File: config.mk
export PLATFORM = sky130hd
export DESIGN_NAME = hdmi_vtg_pattern_flat
export DESIGN_NICKNAME = d
export VERILOG_FILES = /design/src/rtl/hdmi_vtg_pattern_if.sv /design/src/rtl/hdmi_vtg_pattern.sv /design/src/flat_wrapper.sv
export SDC_FILE = /design/constraint.sdc
export NUM_CORES = 1
export LEC_CHECK = 0
export ABC_AREA = 1
export CAP_MARGIN = 15
export CORE_MARGIN = 1
export CORE_UTILIZATION = 45
export CTS_BUF_LIST = sky130_fd_sc_hd__clkbuf_16
export CTS_CLUSTER_SIZE = 12
export DETAILED_ROUTE_END_ITERATION = 16
export MAX_ROUTING_LAYER = met4
export SKIP_CTS_REPAIR_TIMING = 1
export SLEW_MARGIN = 30
export SYNTH_ARGS = -nofsm -noshare
export SYNTH_HDL_FRONTEND = slang
export SYNTH_SLANG_ARGS = --single-unit
File: constraint.sdc
create_clock -name clk -period 5.2 [get_ports clk]
set_input_delay 1.04 -clock clk [delete_from_list [all_inputs] [get_ports clk]]
set_output_delay 1.04 -clock clk [all_outputs]
set_load 0.03 [all_outputs]
File: src/rtl/hdmi_vtg_pattern_if.sv
// Video output bundle of the timing generator: data enable, syncs and pixel data.
// The master drives the bundle and the slave (transmitter side) samples it.
interface hdmi_vtg_pattern_if;
    logic        hdmi_de;
    logic        hdmi_hs;
    logic        hdmi_vs;
    logic [15:0] hdmi_data;

    modport master (output hdmi_de, output hdmi_hs, output hdmi_vs, output hdmi_data);
    modport slave  (input  hdmi_de, input  hdmi_hs, input  hdmi_vs, input  hdmi_data);
endinterface

File: src/rtl/hdmi_vtg_pattern.sv
// Video timing generator with test-pattern source for a 16-bit YCbCr 4:2:2 transmitter.
// Counters -> decode register -> output register: raster position reaches the pins 2 clks later.
module hdmi_vtg_pattern #(
    parameter int H_ACTIVE = 1920,
    parameter int H_FP     = 88,
    parameter int H_SYNC   = 44,
    parameter int H_BP     = 148,
    parameter int V_ACTIVE = 1080,
    parameter int V_FP     = 4,
    parameter int V_SYNC   = 5,
    parameter int V_BP     = 36,
    parameter bit HS_POL   = 1'b1,
    parameter bit VS_POL   = 1'b1,
    parameter int BOX_X0   = 128,
    parameter int BOX_X1   = 255,
    parameter int BOX_Y0   = 128,
    parameter int BOX_Y1   = 255
) (
    input  logic                      clk,
    input  logic                      rstn,
    input  logic                      en,
    input  logic [3:0]                mode,
    hdmi_vtg_pattern_if.master        vid,
    output logic                      sof,
    output logic [11:0]               frame_cnt,
    output logic                      running
);
    localparam int H_TOTAL = H_ACTIVE + H_FP + H_SYNC + H_BP;
    localparam int V_TOTAL = V_ACTIVE + V_FP + V_SYNC + V_BP;
    localparam int HW      = (H_TOTAL > 1) ? $clog2(H_TOTAL) : 1;
    localparam int VW      = (V_TOTAL > 1) ? $clog2(V_TOTAL) : 1;
    localparam int BAR_W   = (H_ACTIVE >= 8) ? H_ACTIVE / 8 : 1;

    localparam logic [HW-1:0] H_LAST   = HW'(H_TOTAL - 1);
    localparam logic [VW-1:0] V_LAST   = VW'(V_TOTAL - 1);
    localparam logic [HW-1:0] BAR_LAST = HW'(BAR_W - 1);
    localparam logic [31:0]   HA_LIM   = 32'(H_ACTIVE);
    localparam logic [31:0]   VA_LIM   = 32'(V_ACTIVE);
    localparam logic [31:0]   HS_BEG   = 32'(H_ACTIVE + H_FP);
    localparam logic [31:0]   HS_END   = 32'(H_ACTIVE + H_FP + H_SYNC);
    localparam logic [31:0]   VS_BEG   = 32'(V_ACTIVE + V_FP);
    localparam logic [31:0]   VS_END   = 32'(V_ACTIVE + V_FP + V_SYNC);

    localparam logic [1:0] ST_IDLE = 2'd0;
    localparam logic [1:0] ST_RUN  = 2'd1;
    localparam logic [1:0] ST_STOP = 2'd2;

    logic [1:0]    state, state_nx;
    logic [HW-1:0] hcnt;
    logic [VW-1:0] vcnt;
    logic [3:0]    mode_l, mode_eff;
    logic [2:0]    bar_idx;
    logic [HW-1:0] bar_pos;
    logic          live, h_last, f_last, at_origin;

    logic [31:0]   hx, vx;
    logic          act, hs_a, vs_a, in_box;
    logic [7:0]    luma;

    logic          de1, hs1, vs1, sof1;
    logic [15:0]   data1;

    assign live      = (state != ST_IDLE);
    assign h_last    = (hcnt == H_LAST);
    assign f_last    = h_last && (vcnt == V_LAST);
    assign at_origin = (hcnt == '0) && (vcnt == '0);
    assign hx        = 32'(hcnt);
    assign vx        = 32'(vcnt);

    always_comb begin
        state_nx = state;
        case (state)
            ST_IDLE: if (en) state_nx = ST_RUN;
            ST_RUN:  if (!en) state_nx = ST_STOP;
            ST_STOP: begin
                if (en)          state_nx = ST_RUN;
                else if (f_last) state_nx = ST_IDLE;
            end
            default: state_nx = ST_IDLE;
        endcase
    end

    always_ff @(posedge clk or negedge rstn) begin
        if (!rstn) begin
            state     <= ST_IDLE;
            running   <= 1'b0;
            hcnt      <= '0;
            vcnt      <= '0;
            bar_idx   <= '0;
            bar_pos   <= '0;
            frame_cnt <= '0;
            mode_l    <= '0;
        end else begin
            state   <= state_nx;
            running <= (state_nx != ST_IDLE);
            if (live) begin
                if (h_last) begin
                    hcnt <= '0;
                    vcnt <= (vcnt == V_LAST) ? '0 : vcnt + 1'b1;
                end else begin
                    hcnt <= hcnt + 1'b1;
                end
                // bar index tracks hcnt so bars need no divider; last bar absorbs the remainder
                if (h_last) begin
                    bar_idx <= '0;
                    bar_pos <= '0;
                end else if (bar_pos == BAR_LAST && bar_idx != 3'd7) begin
                    bar_idx <= bar_idx + 1'b1;
                    bar_pos <= '0;
                end else begin
                    bar_pos <= bar_pos + 1'b1;
                end
                if (f_last) frame_cnt <= frame_cnt + 1'b1;
            end
            if (at_origin && state_nx != ST_IDLE) mode_l <= mode;
        end
    end

    // pixel (0,0) is decoded in the same clock that latches mode, so bypass the latch there
    assign mode_eff = at_origin ? mode : mode_l;

    always_comb begin
        act    = (hx < HA_LIM) && (vx < VA_LIM);
        hs_a   = (hx >= HS_BEG) && (hx < HS_END);
        vs_a   = (vx >= VS_BEG) && (vx < VS_END);
        in_box = (hx >= 32'(BOX_X0)) && (hx <= 32'(BOX_X1)) &&
                 (vx >= 32'(BOX_Y0)) && (vx <= 32'(BOX_Y1));
        luma   = 8'h10;
        case (mode_eff)
            4'd0:  luma = hx[7:0];
            4'd1:  luma = vx[7:0];
            4'd2:  luma = hx[8:1];
            4'd3:  luma = vx[8:1];
            4'd4:  luma = hx[9:2];
            4'd5:  luma = vx[9:2];
            4'd6:  luma = hx[10:3];
            4'd7:  luma = vx[10:3];
            4'd8:  luma = in_box ? vx[7:0] : hx[7:0];
            4'd9:  luma = in_box ? frame_cnt[7:0] : hx[7:0];
            4'd10: begin
                case (bar_idx)
                    3'd0:    luma = 8'hEB;
                    3'd1:    luma = 8'hD2;
                    3'd2:    luma = 8'hAA;
                    3'd3:    luma = 8'h91;
                    3'd4:    luma = 8'h6A;
                    3'd5:    luma = 8'h51;
                    3'd6:    luma = 8'h29;
                    default: luma = 8'h10;
                endcase
            end
            4'd11:   luma = (hx[5] ^ vx[5]) ? 8'hEB : 8'h10;
            default: luma = 8'h10;
        endcase
    end

    always_ff @(posedge clk or negedge rstn) begin
        if (!rstn) begin
            de1   <= 1'b0;
            hs1   <= 1'b0;
            vs1   <= 1'b0;
            sof1  <= 1'b0;
            data1 <= '0;
        end else begin
            de1   <= live && act;
            hs1   <= live && hs_a;
            vs1   <= live && vs_a;
            sof1  <= live && at_origin;
            data1 <= (live && act) ? {8'h80, luma} : '0;
        end
    end

    always_ff @(posedge clk or negedge rstn) begin
        if (!rstn) begin
            vid.hdmi_de   <= 1'b0;
            vid.hdmi_hs   <= !HS_POL;
            vid.hdmi_vs   <= !VS_POL;
            vid.hdmi_data <= '0;
            sof           <= 1'b0;
        end else begin
            vid.hdmi_de   <= de1;
            vid.hdmi_hs   <= hs1 ? HS_POL : !HS_POL;
            vid.hdmi_vs   <= vs1 ? VS_POL : !VS_POL;
            vid.hdmi_data <= data1;
            sof           <= sof1;
        end
    end
endmodule

File: src/flat_wrapper.sv
// flat-port wrapper written by rule: the top's interface ports become plain ports
module hdmi_vtg_pattern_flat 
#(
    parameter int H_ACTIVE = 1920,
    parameter int H_FP     = 88,
    parameter int H_SYNC   = 44,
    parameter int H_BP     = 148,
    parameter int V_ACTIVE = 1080,
    parameter int V_FP     = 4,
    parameter int V_SYNC   = 5,
    parameter int V_BP     = 36,
    parameter bit HS_POL   = 1'b1,
    parameter bit VS_POL   = 1'b1,
    parameter int BOX_X0   = 128,
    parameter int BOX_X1   = 255,
    parameter int BOX_Y0   = 128,
    parameter int BOX_Y1   = 255
)
  (clk, rstn, en, mode, sof, frame_cnt, running, vid_hdmi_de, vid_hdmi_hs, vid_hdmi_vs, vid_hdmi_data);
  hdmi_vtg_pattern_if vid_i ();
  input  logic clk;
  input  logic rstn;
  input  logic en;
  input  logic [3:0] mode;
  output logic sof;
  output logic [11:0] frame_cnt;
  output logic running;
  output wire logic [$bits(vid_i.hdmi_de)-1:0] vid_hdmi_de;
  output wire logic [$bits(vid_i.hdmi_hs)-1:0] vid_hdmi_hs;
  output wire logic [$bits(vid_i.hdmi_vs)-1:0] vid_hdmi_vs;
  output wire logic [$bits(vid_i.hdmi_data)-1:0] vid_hdmi_data;
  assign vid_hdmi_de = vid_i.hdmi_de;
  assign vid_hdmi_hs = vid_i.hdmi_hs;
  assign vid_hdmi_vs = vid_i.hdmi_vs;
  assign vid_hdmi_data = vid_i.hdmi_data;
  hdmi_vtg_pattern #(.H_ACTIVE(H_ACTIVE), .H_FP(H_FP), .H_SYNC(H_SYNC), .H_BP(H_BP), .V_ACTIVE(V_ACTIVE), .V_FP(V_FP), .V_SYNC(V_SYNC), .V_BP(V_BP), .HS_POL(HS_POL), .VS_POL(VS_POL), .BOX_X0(BOX_X0), .BOX_X1(BOX_X1), .BOX_Y0(BOX_Y0), .BOX_Y1(BOX_Y1)) u_core (.clk(clk), .rstn(rstn), .en(en), .mode(mode), .vid(vid_i), .sof(sof), .frame_cnt(frame_cnt), .running(running));
endmodule
# Word level (Yosys, flattened, before mapping)

Index checks and enable logic that the tools add are counted.

Flip-flop bits (word level): 97
Input bits: 7
Output and inout port bits: 33
Word-level logic and storage cells: 102

Add/sub/neg operators: 5
$lt $le $gt $ge: 10
Eq/ne operators: 23
Mux-type cells: 20
Bitwise logic cells: 1
Reduce and logical (&&, ||, !) cells: 25

Operator list:

| kind                    | number |
|---|---|
| $pmux W8 S12            | 1 |
| $pmux W8 S7             | 1 |
| $add A12 B1 Y12 const B | 3 |
| $mux W12                | 3 |
| $mux W8                 | 3 |
| $lt A11 B11 Y1 const B  | 2 |
| $eq A4 B3 Y1 const B    | 4 |
| $eq A4 B4 Y1 const B    | 4 |
| $mux W16                | 1 |
| $logic_and A1 B1 Y1     | 14 |
| $eq A12 B12 Y1 const B  | 1 |
| $eq A12 B8 Y1 const B   | 1 |
| $ge A12 B11 Y1 const B  | 1 |
| $ge A12 B8 Y1 const B   | 1 |
| $le A12 B8 Y1 const B   | 1 |
| $logic_not A12 Y1       | 1 |
| $lt A12 B11 Y1 const B  | 1 |
| $lt A12 B12 Y1 const B  | 1 |
| $add A11 B1 Y11 const B | 1 |
| $eq A11 B11 Y1 const B  | 1 |
| $ge A11 B11 Y1 const B  | 1 |
| $ge A11 B8 Y1 const B   | 1 |
| $le A11 B8 Y1 const B   | 1 |
| $logic_not A11 Y1       | 1 |
| other kinds (21)        | 34 |

# Logic depth before layout (Yosys ltp)

Gate-level depths: netlist of the first run.

Word-level depth: 7
Depth in mapped cells: 15
Depth with buffers taken out: 14

# Worst setup path before layout of the first run

OpenSTA, ideal clock, no wires.

Path type: register to register
Start: register u_core.hcnt[0]
End: register u_core.data1[6]
Setup time: 0.113 ns
Data arrival time: 1.890 ns
Required time: 5.087 ns
Slack: 3.197 ns
Stages on the path, launching flop included: 16
Buffers on the path: 2
Cell sequence: dfrtp_1 inv_1 ha_1 nand3_1 nor2_4 buf_6 nand4_1 nand2_2 nor2_4 buf_4 nand3_1 nand2_1 nor2_1 nand3_1 nand2_1 inv_1

Longest elaborated chain between the ends: 7
Elaborated cells between the ends (all ways): 27
Those cells by class: 3 x order compare; 11 x eq/ne; 5 x mux; 8 x reduce/logical

Ends and longest elaborated chain:

| element                                               | RTL line                                         | RTL |
|---|---|---|
| start: declaration                                    | hdmi_vtg_pattern.sv:49                           | `logic [HW-1:0] hcnt;` |
| start signal: assignment                              | hdmi_vtg_pattern.sv:101                          | `hcnt <= hcnt + 1'b1;` |
| $ge A12 B8 Y1 / $le A12 B8 Y1 (equally long branches) | hdmi_vtg_pattern.sv:126                          | `in_box = (hx >= 32'(BOX_X0)) && (hx <= 32'(BOX_X1)) &&` |
| $logic_and A1 B1 Y1 (2 in a row)                      | hdmi_vtg_pattern.sv:126                          |  |
| $logic_and A1 B1 Y1                                   | hdmi_vtg_pattern.sv:127                          | `(vx >= 32'(BOX_Y0)) && (vx <= 32'(BOX_Y1));` |
| $mux W8, on equally long branches                     | hdmi_vtg_pattern.sv:139, hdmi_vtg_pattern.sv:138 |  |
| $pmux W8 S12                                          | hdmi_vtg_pattern.sv:129                          | `case (mode_eff)` |
| $mux W16 (*)                                          | hdmi_vtg_pattern.sv:169                          | `data1 <= (live && act) ? {8'h80, luma} : '0;` |
| end signal: assignment                                | hdmi_vtg_pattern.sv:169                          |  |
| end: declaration                                      | hdmi_vtg_pattern.sv:61                           | `logic [15:0] data1;` |

Every way passes the cells marked *; elsewhere a longest branch is shown, timed or not.
A chain may end at the register's enable or synchronous reset.

# Worst setup path after layout of the first run

Start: register u_core.hcnt[7]
End: register u_core.vcnt[10]

Longest elaborated chain between the ends: 2

Ends and longest elaborated chain:

| element                     | RTL line               | RTL |
|---|---|---|
| $eq A12 B12 Y1              | hdmi_vtg_pattern.sv:64 | `assign h_last = (hcnt == H_LAST);` |
| $reduce_and A2 Y1 (no line) | n/a                    |  |
| end signal: assignment      | hdmi_vtg_pattern.sv:99 | `vcnt <= (vcnt == V_LAST) ? '0 : vcnt + 1'b1;` |
| end: declaration            | hdmi_vtg_pattern.sv:50 | `logic [VW-1:0] vcnt;` |

Every way passes these cells.

==> summary.md, run 1 <==
| Metric | Value |
|---|---|
| Status | finished with violations |
| Failing checks | DRC |
| Worst reg2reg path endpoint | u_core.vcnt[10] |
| Synth top area share | 0.373 |
| R2R cell count | 10 |
| DP HPWL | 9.43 mm |
| Met1 track demand over resource | 0.305 |
| Simple-Gate Fraction of Synth Area | 0.381 |
| Most frequent cells after synthesis | nand2_1, nand3_1, dfrtp_1, inv_1, nor2_1 |
| DRT iter0 DRCs | 277 |
| H-tree depth | 3 |
| Antenna violations before repair | 0 |
| Congestion Overflow GR | 0 |
| Leak Pwr | 2.95 nW |
| Worst Hold Depth | 0 |
| Final Instance Count excl. Fillers | 882 |
| Worst setup path startpoint | u_core.hcnt[7] |
| RSZ-0062 raised after global routing | false |
| Placed cell count | 867 |
| CTS Buffer Depth | 2 |
| Fill cells | 1132 |
| Final setup viols | 0 |
| Detail Route Antenna Nets | 0 |
| Yosys warns | 0 |
| Nets | 755 |
| Worst EP required | 5.44 ns |
| Num CTS Buffers | 9 |
| Clk sink count | 81 |
| Adder-cell share of the synthesized area | 0.0313 |
| First-pass GRT wire length | 22.2 mm |
| Core Area | 11600 um2 |
| Post-synthesis cell count | 725 |
| Syn Std Cell Area | 5430 um2 |
| CTS tree | done |
| Yosys cell types | 44 |
| Ys async rst share | 1.00 |
| Initial Utilization | 0.468 |
| Endpoint class of the critical path | flop |
| Post-synth EDFFs | 0 |
| Min-Delay Path Class | flop to flop |
| Most common cell in the netlist | nand2_1 |
| Max Slew Vio Count | 0 |
| DIE WIDTH | 112 um |
| Number of global-route vias before repair | 4377 |
| Area post-placement | 5660 um2 |
| Boundary pin count | 40 |
| Hold EP | u_core.vid.hdmi_hs |
| Pwr Total | 2.48 mW |
| ANT cells | 0 |
| VDD IR max | 0.174 mV |
| Largest net degree at the start of global routing | 82 |
| Final setup TNS | 0 ns |
| Vias post-DR | 4817 |
| PD cells | 417 nW/um2 |
| Register area share after synthesis | 0.373 |
| GRT busiest layer | met2 |
| Max-cap violation count | 0 |
| Post-Synth XOR/XNOR Area | 0.0371 |
| DIE AREA | 12500 um2 |
| Primary FF master, synth | dfrtp_1 |
| Latest clock arrival within the worst-skew pair | 0.35 ns |
| Die height | 112 um |
| # rows | 39 |
| PortBufs | 32 |
| Cell taking the most area after synthesis | dfrtp_1 |
| Via/cell ratio | 5.46 |
| Residual DRC | 4 |
| Reg clk slew, reported paths | 0.06 ns |
| CP max FO | 12 |
| Hold Vio Cnt, Final | 0 |
| WL final | 13.3 mm |
| Met2 usage | 0.346 |
| Setup Skew | 0.00560 ns |
| R2R Setup Slk | 2.35 ns |
| Main combinational cell family by area after synthesis | simple AND/OR/NAND/NOR gates |
| GRT Total Usage | 0.234 |
| Post-synthesis mux area share | 0.00392 |
| Per-cell routed wire length | 15.1 um |
| Share of layout cells above drive strength 1 | 0.0731 |
| DRT Pass-1 Iters | 11 |
| Critical Path Start Type | flop |
| Synth Area in Compound Gates | 0.0583 |
| RD Place Congestion | 0.914 |
| Min-delay src | u_core.hs1 |
| Design area | 5960 um2 |
| Fin crit period | 2.85 ns |
| Fin crit share | 0.548 |
| Root Driver | clkbuf_16 |
| Worst slew pin tran | 0.787 ns |
| Worst path arrival time | 3.08 ns |
| Critical path class | flop to flop |
| Launching point of the worst reg2reg path | u_core.hcnt[7] |
| Seq cells post-synth | 81 |
| Fmax | 351 MHz |
| GR Layer Usage met3 | 0.0452 |
| Area contributors post-synth | dfrtp_1, nand2_1, nand3_1, inv_1, nor2_1 |
| Syn avg cell area | 7.49 um2 |
| Slew margin rel. | 0.474 |
| Synth-to-Final Area Change | 9.68% |
-- worst max-delay path, stage by stage, from the launching register on --
cell and delay (ns):
dfrtp_1 0.61, inv_2 0.16, nor2_1 0.11, nand3_1 0.07, nand3b_1 0.30, nor2_1 0.68
nand3_1 0.25, nor2_1 0.21, nand3_1 0.10, xor2_1 0.17, nor2_1 0.05
-- flip-flops by register name (all words and copies together) (netlist names), 2 cells and up --
name,flops
u_core.bar_pos,12
u_core.frame_cnt,12
u_core.hcnt,12
u_core.vcnt,11
u_core.vid.hdmi_data,9
u_core.data1,8
u_core.mode_l,4
u_core.bar_idx,3
u_core.state,2
-- logic make-up after synthesis --
logic type	after synthesis
buf+inv	125
flops	81
simple gates	423
xor+xnor	23
fa+ha+maj	13
mux	2
compound gates	57
other cells	1
-- per-stage QoR --
step	utilization	worst slack (ns)	hold WS [ns]
finish	0.513	2.35	0.346
global route	0.513	2.07	0.355
CTS	0.513	2.39	0.348
detailed placement	0.487	2.33	0.336
global placement	0.487	2.34	0.333
floorplan	-	3.20	0.331
-- per-layer routing --
layer | wire, um | part of all wire
met5 | 0 | 0
met4 | 498 | 0.037
met1 | 5910 | 0.44
met3 | 895 | 0.067
met2 | 6000 | 0.45
-- worst max path at each step --
| stage | end | slack (ns) |
|---|---|---|
| 2_1_floorplan | u_core.data1[6] | 3.20 |
| 3_3_place_gp | u_core.data1[3] | 2.34 |
| 3_5_place_dp | u_core.data1[5] | 2.33 |
| 4_1_cts | u_core.vcnt[10] | 2.39 |
| 5_1_grt | u_core.vcnt[10] | 2.07 |
| 6_report | u_core.vcnt[10] | 2.35 |
-- layout make-up --
type / instances / area [um2] / share of cell area
Inverter: 85 / 319 / 0.0536
Clock buffer: 9 / 225 / 0.0378
Timing Repair Buffer: 33 / 329 / 0.0552
Sequential cell: 81 / 2030 / 0.340
Tap cell: 143 / 179 / 0.0300
Multi-Input combinational cell: 525 / 2800 / 0.470
Clock inverter: 6 / 75.1 / 0.0126
-- cells in the final DEF (no fill, tap or decap), types with 3 or more instances in the layout --
master / n
nand2_2: 11
inv_1: 82
nand3_1: 108
xor2_1: 19
clkbuf_16: 9
nand4_1: 19
nor2_2: 5
nor4_1: 7
xnor2_1: 4
clkinv_1: 3
nand3b_1: 6
dfrtp_1: 81
a21oi_1: 16
clkdlybuf4s50_1: 31
ha_1: 12
a31oi_1: 7
nor3_1: 23
conb_1: 7
nor2_1: 71
inv_2: 4
o21ai_0: 25
nor2_4: 12
nand2_1: 149
-- where the power goes --
| group | switching [mW] | leakage (nW) | internal [mW] |
|---|---|---|---|
| clock | 0.240 | 0.149 | 0.411 |
| combinational | 0.679 | 1.72 | 0.281 |
| sequential | 0.133 | 1.08 | 0.737 |
Power figures use the tool's default switching activity.
==> run 2: changes to the inputs <==
Settings changed: PLACE_DENSITY set to 0.66.
Clock period 5.2 ns to 2.5 ns, I/O delays scaled along.
==> run 2 against run 1 <==
Compared with the run above: the run still ends with DRC left; die area did not move; global-route usage rose by 1.2 points; sequential share of layout area fell by 2.3 points; critical endpoint is now u_core.frame_cnt[9]; largest power group unchanged; largest cell class unchanged.
==> summary.md, run 2 (synthesis results as in run 1) <==
| Metric | Value |
|---|---|
| Congestion Overflow GR | 0 |
| Max Slew Vio Count | 0 |
| Root Driver | clkbuf_16 |
| Max-cap violation count | 0 |
| Antenna violations before repair | 0 |
| Initial Utilization | 0.468 |
| CP max stage cell | dfrtp_1 |
| Synth-to-Final Area Change | 17.5% |
| Setup Skew | 0.00831 ns |
| DIE AREA | 12500 um2 |
| Worst slew pin tran | 0.607 ns |
| WL final | 13.7 mm |
| Nets | 791 |
| RD Place Congestion | 0.924 |
| ANT cells | 0 |
| Share of layout cells above drive strength 1 | 0.124 |
| Routed wl met3 | 857 um |
| Final core utilization | 0.549 |
| Slew margin rel. | 0.585 |
| Fmax | 442 MHz |
| Final setup viols | 0 |
| Design area | 6380 um2 |
| Critical path class | flop to flop |
| Largest net degree at the start of global routing | 44 |
| CP Cell Sequence | ha_1 > nand3_1 > nand3b_1 > inv_2 > nand3_2 > nor2_2 > nand4_1 > nor2_1 > xor2_1 |
| VDD IR max | 0.412 mV |
| Die height | 112 um |
| Most common cell after layout, fill and taps aside | nand2_1 |
| Latest clock arrival within the worst-skew pair | 0.35 ns |
| Status | finished with violations |
| DRT Pass-1 Iters | 12 |
| Core Area | 11600 um2 |
| H-tree depth | 3 |
| RSZ-0062 raised after global routing | true |
| R2R Setup Slk | 0.24 ns |
| Final hold slack | 0.125 ns |
| Leak Pwr | 3.19 nW |
| Number of global-route vias before repair | 4807 |
| # rows | 39 |
| WL met1 | 6.05 mm |
| Top Layer Used | met4 |
| Critical Path Start Type | flop |
| Critical path's largest stage delay | 0.43 ns |
| Worst path arrival time | 2.53 ns |
| DRT iter0 DRCs | 347 |
| Detail Route Antenna Nets | 0 |
| Failing checks | DRC |
| WL met2 | 6.30 mm |
| PortBufs | 32 |
| Fin crit share | 0.906 |
| Min-Delay Path Class | primary input to async pin |
| Most frequent cells in the layout | nand2_1, nand3_1, inv_1, dfrtp_1, nor2_1 |
| Clk sink count | 81 |
| Fin crit period | 2.26 ns |
| CTS Buffer Depth | 2 |
| Residual DRC | 5 |
| PD cells | 905 nW/um2 |
| CP max FO | 8 |
| Boundary pin count | 40 |
| Largest regs | u_core.bar_pos x12, u_core.frame_cnt x12, u_core.hcnt x12 |
| Reg clk slew, reported paths | 0.06 ns |
| Via/cell ratio | 5.39 |
| Worst EP required | 2.77 ns |
| Area post-placement | 5990 um2 |
| Per-cell routed wire length | 14.9 um |
| DIE WIDTH | 112 um |
| Hold Vio Cnt, Final | 0 |
| First-pass GRT wire length | 23.5 mm |
| Num CTS Buffers | 9 |
| Vias post-DR | 4958 |
| DP HPWL | 10.2 mm |
| CTS tree | done |
| Endpoint class of the critical path | flop |
| GRT Total Usage | 0.246 |
-- run 2: per-layer routing --
| layer | vias to the layer above | global-route usage |
|---|---|---|
| li1 | 2433 | - |
| met1 | 2310 | 0.314 |
| met3 | 33 | 0.0376 |
| met5 | - | - |
| met4 | 0 | 0.133 |
| met2 | 182 | 0.376 |
-- run 2: where the power goes --
group	internal, mW	switching [mW]	leakage (nW)
combinational	0.891	1.54	1.93
sequential	1.54	0.163	1.08
clock	1.08	0.564	0.180
-- run 2: critical path, delay by kind of cell, from the launching register on --
family / cells / cell delay [ns]
xor gates and xnor gates: 1 / 0.16
adders and majority gates: 1 / 0.25
buffers and inverters: 1 / 0.17
DFF: 1 / 0.43
and+or+nand+nor: 6 / 1.16
-- run 2: final cells by class --
cell class / instances / area, um2
sequential: 81 / 2030
clock buffer: 9 / 225
tap: 143 / 179
clock inverter: 7 / 143
fill: 1096 / 5230
timing repair buffer: 69 / 683
inverter: 85 / 319
multi-input combinational: 525 / 2810
-- run 2: metrics by stage --
step                cells  total power, mW  TNS, ns  worst slack, ns
floorplan             731             3.56        0            0.497
global placement      902             4.08        0            0.280
detailed placement    902             4.12        0            0.198
CTS                   918             5.77        0            0.178
global route          919             6.14  -0.0225          -0.0163
finish                919             5.78        0            0.235
-- run 2: worst paths after layout --
check / start / to / cells past startpoint
setup / recovery: u_core.hcnt[1] / u_core.frame_cnt[9] / 9
hold / removal: rstn / u_core.hcnt[10] / 1
setup reg to reg: u_core.hcnt[1] / u_core.frame_cnt[9] / 9
hold reg to reg: u_core.data1[3] / u_core.vid.hdmi_data[3] / 0
max in group asynchronous: rstn / u_core.vcnt[8] / 2
min in group clk: u_core.data1[3] / u_core.vid.hdmi_data[3] / 0
